### src/rtl/dsp_timing.sv
// dsp_timing: 640x480@60 video timing generator for the character display.
// Ports:
//   clk, reset (async, active-high)
//   pixclk    pixel enable (every second clk)
//   char_col  hcnt[9:3]   char_row vcnt[8:4]
//   pix_col   hcnt[2:0]   pix_row  vcnt[3:0]
//   blank     1 = visible, delayed PIPE_DELAY ticks
//   hsync     active-low, delayed PIPE_DELAY ticks
//   vsync     active-low, delayed PIPE_DELAY ticks
//   blink     toggles every BLINK_FRAMES frames
module dsp_timing #(
  parameter int unsigned H_VISIBLE    = 640,
  parameter int unsigned H_FRONT      = 16,
  parameter int unsigned H_SYNC       = 96,
  parameter int unsigned H_BACK       = 48,
  parameter int unsigned V_VISIBLE    = 480,
  parameter int unsigned V_FRONT      = 10,
  parameter int unsigned V_SYNC       = 2,
  parameter int unsigned V_BACK       = 33,
  parameter int unsigned BLINK_FRAMES = 16,
  parameter int unsigned PIPE_DELAY   = 2
) (
  input  logic       clk,
  input  logic       reset,
  output logic       pixclk,
  output logic [6:0] char_col,
  output logic [4:0] char_row,
  output logic [2:0] pix_col,
  output logic [3:0] pix_row,
  output logic       blank,
  output logic       hsync,
  output logic       vsync,
  output logic       blink
);

  localparam int unsigned HT = H_VISIBLE + H_FRONT + H_SYNC + H_BACK;
  localparam int unsigned VT = V_VISIBLE + V_FRONT + V_SYNC + V_BACK;

  localparam logic [9:0] HT_M1   = 10'(HT - 1);
  localparam logic [9:0] VT_M1   = 10'(VT - 1);
  localparam logic [9:0] HVIS    = 10'(H_VISIBLE);
  localparam logic [9:0] VVIS    = 10'(V_VISIBLE);
  localparam logic [9:0] HS_BEG  = 10'(H_VISIBLE + H_FRONT);
  localparam logic [9:0] HS_END  = 10'(H_VISIBLE + H_FRONT + H_SYNC);
  localparam logic [9:0] VS_BEG  = 10'(V_VISIBLE + V_FRONT);
  localparam logic [9:0] VS_END  = 10'(V_VISIBLE + V_FRONT + V_SYNC);

  // A zero delay still needs one output register, so keep at least one stage.
  localparam int STAGES = (PIPE_DELAY == 0) ? 1 : int'(PIPE_DELAY);

  localparam int FW = (BLINK_FRAMES > 1) ? $clog2(BLINK_FRAMES) : 1;
  localparam logic [FW-1:0] F_LAST = FW'(BLINK_FRAMES - 1);

  logic              div_q, div_d;
  logic [9:0]        hcnt_q, hcnt_d;
  logic [9:0]        vcnt_q, vcnt_d;
  logic [FW-1:0]     fcnt_q, fcnt_d;
  logic              blink_q, blink_d;
  logic [STAGES-1:0] blank_sh_q, blank_sh_d;
  logic [STAGES-1:0] hs_sh_q, hs_sh_d;
  logic [STAGES-1:0] vs_sh_q, vs_sh_d;

  logic tick;
  logic h_wrap;
  logic v_wrap;
  logic frame_end;
  logic blank_raw;
  logic hs_raw;
  logic vs_raw;

  // A tick is a clk edge seen while pixclk is high.
  assign tick      = div_q;
  assign h_wrap    = (hcnt_q == HT_M1);
  assign v_wrap    = (vcnt_q == VT_M1);
  assign frame_end = tick & h_wrap & v_wrap;

  assign blank_raw = (hcnt_q < HVIS) & (vcnt_q < VVIS);
  assign hs_raw    = ~((hcnt_q >= HS_BEG) & (hcnt_q < HS_END));
  assign vs_raw    = ~((vcnt_q >= VS_BEG) & (vcnt_q < VS_END));

  always_comb begin
    div_d = ~div_q;
  end

  always_comb begin
    hcnt_d = hcnt_q;
    vcnt_d = vcnt_q;
    if (tick) begin
      if (h_wrap) begin
        hcnt_d = '0;
        if (v_wrap) begin
          vcnt_d = '0;
        end else begin
          vcnt_d = vcnt_q + 10'd1;
        end
      end else begin
        hcnt_d = hcnt_q + 10'd1;
      end
    end
  end

  always_comb begin
    fcnt_d  = fcnt_q;
    blink_d = blink_q;
    if (frame_end) begin
      if (fcnt_q == F_LAST) begin
        fcnt_d  = '0;
        blink_d = ~blink_q;
      end else begin
        fcnt_d = fcnt_q + FW'(1);
      end
    end
  end

  always_comb begin
    blank_sh_d = blank_sh_q;
    hs_sh_d    = hs_sh_q;
    vs_sh_d    = vs_sh_q;
    if (tick) begin
      blank_sh_d[0] = blank_raw;
      hs_sh_d[0]    = hs_raw;
      vs_sh_d[0]    = vs_raw;
      for (int i = 1; i < STAGES; i++) begin
        blank_sh_d[i] = blank_sh_q[i-1];
        hs_sh_d[i]    = hs_sh_q[i-1];
        vs_sh_d[i]    = vs_sh_q[i-1];
      end
    end
  end

  always_ff @(posedge clk or posedge reset) begin
    if (reset) begin
      div_q      <= 1'b0;
      hcnt_q     <= '0;
      vcnt_q     <= '0;
      fcnt_q     <= '0;
      blink_q    <= 1'b0;
      blank_sh_q <= '0;
      hs_sh_q    <= '1;
      vs_sh_q    <= '1;
    end else begin
      div_q      <= div_d;
      hcnt_q     <= hcnt_d;
      vcnt_q     <= vcnt_d;
      fcnt_q     <= fcnt_d;
      blink_q    <= blink_d;
      blank_sh_q <= blank_sh_d;
      hs_sh_q    <= hs_sh_d;
      vs_sh_q    <= vs_sh_d;
    end
  end

  assign pixclk   = div_q;
  assign char_col = hcnt_q[9:3];
  assign char_row = vcnt_q[8:4];
  assign pix_col  = hcnt_q[2:0];
  assign pix_row  = vcnt_q[3:0];
  assign blank    = blank_sh_q[STAGES-1];
  assign hsync    = hs_sh_q[STAGES-1];
  assign vsync    = vs_sh_q[STAGES-1];
  assign blink    = blink_q;

endmodule
### config.mk
export PLATFORM = sky130hd
export DESIGN_NAME = dsp_timing
export DESIGN_NICKNAME = d
export VERILOG_FILES = /design/src/rtl/dsp_timing.sv
export SDC_FILE = /design/constraint.sdc
export NUM_CORES = 1
export LEC_CHECK = 0
export BUFFER_PORTS_ARGS = -buffer_cell sky130_fd_sc_hd__buf_2
export CORE_ASPECT_RATIO = 0.7
export CORE_MARGIN = 2
export CORE_UTILIZATION = 45
export CTS_CLUSTER_SIZE = 8
export DETAILED_ROUTE_END_ITERATION = 8
export HOLD_SLACK_MARGIN = 0.06
export PLACE_DENSITY = 0.73
export RECOVER_POWER = 25
export SYNTH_ARGS = -nofsm -noshare
export SYNTH_HDL_FRONTEND = slang
export SYNTH_SLANG_ARGS = --single-unit
export TNS_END_PERCENT = 1
### constraint.sdc
create_clock -name clk -period 5.9 [get_ports clk]
set_clock_uncertainty 0.15 [all_clocks]
set_input_delay 0.59 -clock clk [delete_from_list [all_inputs] [get_ports clk]]
set_output_delay 0.59 -clock clk [all_outputs]
set_load 0.05 [all_outputs]
After elaboration in Yosys (flattened, before gate mapping)
Cells that the tools add are included.
- muxes and demuxes: 3
- reductions and logical operators: 2
- $lt $le $gt $ge: 6
- equal/unequal tests: 3
- bitwise operators: 9
- add/sub/neg operators: 3
- operator list (cell ; number):
    $add A10 B1 Y10 const B ; 2
    $eq A10 B10 Y1 const B ; 2
    $lt A10 B10 Y1 const B ; 2
    $lt A10 B9 Y1 const B ; 2
    $mux W10 ; 2
    $ge A10 B10 Y1 const B ; 1
    $ge A10 B9 Y1 const B ; 1
    $and A1 B1 Y1 ; 5
    $add A4 B1 Y4 const B ; 1
    $eq A4 B4 Y1 const B ; 1
    $mux W4 ; 1
    $not A1 Y1 ; 4
    $reduce_and A2 Y1 ; 2
- bits of input ports: 2
- register bits after elaboration: 32
- output and inout bits: 24
- word-level logic and storage cells: 34

Longest topological paths before layout
- depth in word-level cells: 4
- mapped depth: 8
- mapped depth without buffers: 6

Least setup slack after synthesis
OpenSTA, ideal clock, no wires.
- path kind: register -> register
- start: register hcnt_q[1]
- end: register vcnt_q[4]
- data required time: 5.684 ns
- stages on the path, launching flop included: 7
- clock period less this slack: 2.375 ns
- arrival time: 2.159 ns
- path slack: 3.525 ns
- buffers on the path: 1
- setup time: 0.066 ns
- cell sequence: dfrtp_1 > ha_1 > and3_1 > dlygate4sd1_1 > nand4_2 > or4_1 > nand2_1
- cells in the longest elaborated chain, start to end: 2
- ends and longest elaborated chain (element ; line ; source):
    from (decl) ; 55 ; logic [9:0] hcnt_q, hcnt_d;
    from (signal assigned) ; 143 ; hcnt_q <= hcnt_d;
    $eq A10 B10 Y1 ; 73 ; assign h_wrap = (hcnt_q == HT_M1);
    $reduce_and A2 Y1 (no source line) ; n/a ;
    to (signal assigned) ; 144 ; vcnt_q <= vcnt_d;
    to (decl) ; 56 ; logic [9:0] vcnt_q, vcnt_d;
No other way between the ends.
A chain may end at the register's enable or synchronous reset.

Worst setup path after layout
- start: register vcnt_q[1]
- end: register fcnt_q[3]
- cells in the longest elaborated chain, start to end: 2
- ends and longest elaborated chain (element ; line ; source):
    $eq A10 B10 Y1 ; 74 ; assign v_wrap = (vcnt_q == VT_M1);
    $and A1 B1 Y1 ; 75 ; assign frame_end = tick & h_wrap & v_wrap;
    to (signal assigned) ; 145 ; fcnt_q <= fcnt_d;
    to (decl) ; 57 ; logic [FW-1:0] fcnt_q, fcnt_d;
No other way between the ends.

==> qor.log <==
INFO  clock_network  cts_hold_buffers=0
INFO  layout         drive_above_1_share=27.2%
INFO  clock_network  clock-sinks=32
INFO  setup_path     worst-setup-path-type=flip-flop to flip-flop
INFO  timing         fin_crit_sh=40.9%
INFO  routing        route.detailed.vias_per_inst=5.33
INFO  die            fp.dieW=76.8microns
INFO  yosys          dominantRegCellSynth=sky130_fd_sc_hd__dfrtp_1
INFO  routing        detailroute.via_count=1,226
INFO  yosys          postSynth.asyncResetShare=100%
INFO  global_route   grt_pass1_vias=1,098
INFO  yosys          avgSynthCellArea=10.4squm
INFO  timing         timing_hold_violations_final=0
INFO  yosys          postSynthCellCount=161
INFO  timing         finalSetupViolCount=0
INFO  die            num_rows=18
INFO  yosys          yosys_warnings=0
INFO  layout         design.final.nets=186
INFO  routing        iteration_0_drc_count_of_the_detailed_router=77
INFO  clock_network  h-tree-depth=2
INFO  timing         unrepaired_setup_endpoints_after_global_routing=no
INFO  setup_path     kind_of_end_point_of_the_critical_path=flip-flop
INFO  die            start_util=47.2%
INFO  clock_network  ctsResizeCount=0
INFO  timing         min_period=2410ps
INFO  place          gp_routability_congestion=0.830
INFO  timing         relSlewSlack=-11.3%
INFO  global_route   initial_antenna_violation_count=0
INFO  global_route   grt_usage=17.0%
INFO  power_and_ir_drop worst_ir_drop_vdd=0.183mV
INFO  clock_network  clk_latency=280ps
INFO  flow_run       maxCapViolCount=1
INFO  layout         multi_input_gate_area_in_the_final_layout=722squm
INFO  clock_network  cts_made_buffers=5
INFO  layout         num_antenna_cells=0
INFO  setup_path     wp_data_required=5900ps
INFO  global_route   grt_first_pass_wirelength=5220microns
INFO  clock_network  tritoncts=built
INFO  routing        drtAntennaViolNets=0
INFO  yosys          number_of_flops_mapped_to_enable_cells_by_yosys=0
INFO  routing        detail_route.first_pass.iterations=5
INFO  timing         worst-slew-pin-transition=1670ps
INFO  power_and_ir_drop p_per_area=241nW/um^2
INFO  outcome        violations=capacitance limit, slew limit
INFO  routing        detail_route.wirelength=3270microns
INFO  yosys          post_synth_most_frequent_cells=sky130_fd_sc_hd__dfrtp_1 (28), sky130_fd_sc_hd__nand3_1 (13), sky130_fd_sc_hd__nand2_1 (11)
INFO  timing         whs=318ps
INFO  power_and_ir_drop leakage=0.000858uW
INFO  clock_network  clk_root_buffer_cell=sky130_fd_sc_hd__clkbuf_8
INFO  place          placement.io_buffers=25
INFO  timing         number_of_pins_with_negative_max_slew_slack_in_the_final_report=33
INFO  yosys          post-synth-top-count-cell=sky130_fd_sc_hd__dfrtp_1
INFO  clock_network  postCtsSetupRepairBufs=0
INFO  setup_path     crit_arrival=2420ps
INFO  layout         flow.area_growth_from_synthesis=12.9%
INFO  hold_path      class_of_the_worst_hold_path=flip-flop to flip-flop
INFO  yosys          largest_area_contributor_in_the_netlist=sky130_fd_sc_hd__dfrtp_1
INFO  yosys          synth_cell_types=42
INFO  global_route   grt_max_degree=33
INFO  die            die-height=54.9microns
INFO  clock_network  clkTransAtPathRegs=70ps
INFO  setup_path     crit_path_max_fanout=6
INFO  yosys          netlist_top_cells_area=sky130_fd_sc_hd__dfrtp_1 (42%), sky130_fd_sc_hd__dfstp_2 (6.3%), sky130_fd_sc_hd__xnor2_1 (4.7%)
INFO  routing        route.detailed.wl_per_inst=14.2microns
INFO  outcome        run_status=complete, but fails checks
INFO  timing         finalSetupTns=0ps
INFO  place          placed_area=1760squm
INFO  layout         fillerInstances=317
INFO  die            dieArea=4220squm
INFO  yosys          postSynthRegisterBits=32
INFO  yosys          synth-seq-area-share=48.3%
INFO  yosys          synth_nets=168
INFO  routing        drc_errors=0
INFO  timing         clock.fmax=0.414GHz
INFO  die            core_region_area=3540squm
INFO  layout         ff_latch_area=806squm
INFO  yosys          post_synth_instance_area=1670squm
INFO  setup_path     worstSetupStartpointType=flip-flop
INFO  die            boundaryPins=26
INFO  place          hpwlAfterDp=2390microns
INFO  layout         layout.cell_area.non_filler=1880squm
INFO  global_route   globalRoute.totalOverflow=0
INFO  yosys          synth_largest_type_area_fraction=42.0%
INFO  clock_network  cts.path.max_buffers=2
## final timing paths
path / from / endpoint / slack [ps] / cells after the start
max in group asynchronous: reset / hcnt_q[4]$_DFFE_PP0P_ / 3910 / 3
setup reg to reg: vcnt_q[1]$_DFFE_PP0N_ / fcnt_q[3]$_DFFE_PP0P_ / 3490 / 6
setup / recovery: vcnt_q[1]$_DFFE_PP0N_ / fcnt_q[3]$_DFFE_PP0P_ / 3490 / 6
min in group asynchronous: reset / blink$_DFFE_PP0P_ / 720 / 3
hold / removal: blink$_DFFE_PP0P_ / blink$_DFFE_PP0P_ / 320 / 1
hold reg to reg: blink$_DFFE_PP0P_ / blink$_DFFE_PP0P_ / 320 / 1
## critical path, cell delays in order, from the launching register on
cell,delay [ps]
sky130_fd_sc_hd__dfrtp_1,430
sky130_fd_sc_hd__inv_1,140
sky130_fd_sc_hd__ha_1,150
sky130_fd_sc_hd__or3b_2,480
sky130_fd_sc_hd__or3_1,490
sky130_fd_sc_hd__o41ai_2,320
sky130_fd_sc_hd__o41ai_1,120
## cell families after synthesis
group | share of synthesized area, %
xor gates and xnor gates | 6.83
DFF | 48.3
muxes | 3.90
buffers and inverters | 8.40
AOI/OAI and AO/OA | 8.03
adders and majority gates | 3.75
and+or+nand+nor | 20.8
## power by group
part	internal (uW)	leakage (uW)	switching (uW)
registers	220	0.000408	0
logic	0.398	0.000385	4.13
clock network	149	0.0000645	80.1
total	369	0.000858	84.2
## cell type report
cell class	count	share of cell area, %
Clock buffer	7	5.12
Timing Repair Buffer	26	6.84
Tap cell	50	3.32
Multi-Input combinational cell	104	38.3
Clock inverter	1	1.59
Inverter	10	1.99
Sequential cell	32	42.8
## metal layers
metal	up-vias	wire length (microns)	GRT usage [%]
met5	-	0	0
met4	0	29	5.15
met3	6	126	6.82
met2	30	1540	28.1
met1	599	1570	21.2
li1	591	-	-
## stage by stage
step                      cells  total power [uW]  util, %  setup WS [ps]
after floorplan             161               227        -           3530
after global placement      222               229     49.8           3630
after detailed placement    222               229     49.8           3500
after CTS                   230               457     53.4           3490
after global routing        230               472     53.3           3360
final                       230               453     53.3           3490
## state kept, by name (all words and copies together), names as in the netlist
register	cells
fcnt_q	4
blank_sh_q	2
vcnt_q	10
hcnt_q	10
blink	1
vs_sh_q	2
hs_sh_q	2
pixclk	1
## cell usage in the layout, fill, tap and decap left out, types with 5 or more instances in the layout
| cell | instances |
|---|---|
| sky130_fd_sc_hd__ha_1 | 5 |
| sky130_fd_sc_hd__inv_1 | 10 |
| sky130_fd_sc_hd__dfrtp_1 | 28 |
| sky130_fd_sc_hd__nand3_1 | 13 |
| sky130_fd_sc_hd__a21oi_1 | 5 |
| sky130_fd_sc_hd__o21ai_0 | 9 |
| sky130_fd_sc_hd__nand2_1 | 11 |
| sky130_fd_sc_hd__clkbuf_8 | 7 |
| sky130_fd_sc_hd__xnor2_1 | 9 |
| sky130_fd_sc_hd__nor2_1 | 9 |
| sky130_fd_sc_hd__buf_2 | 25 |
(Power assumes the default switching activity.)
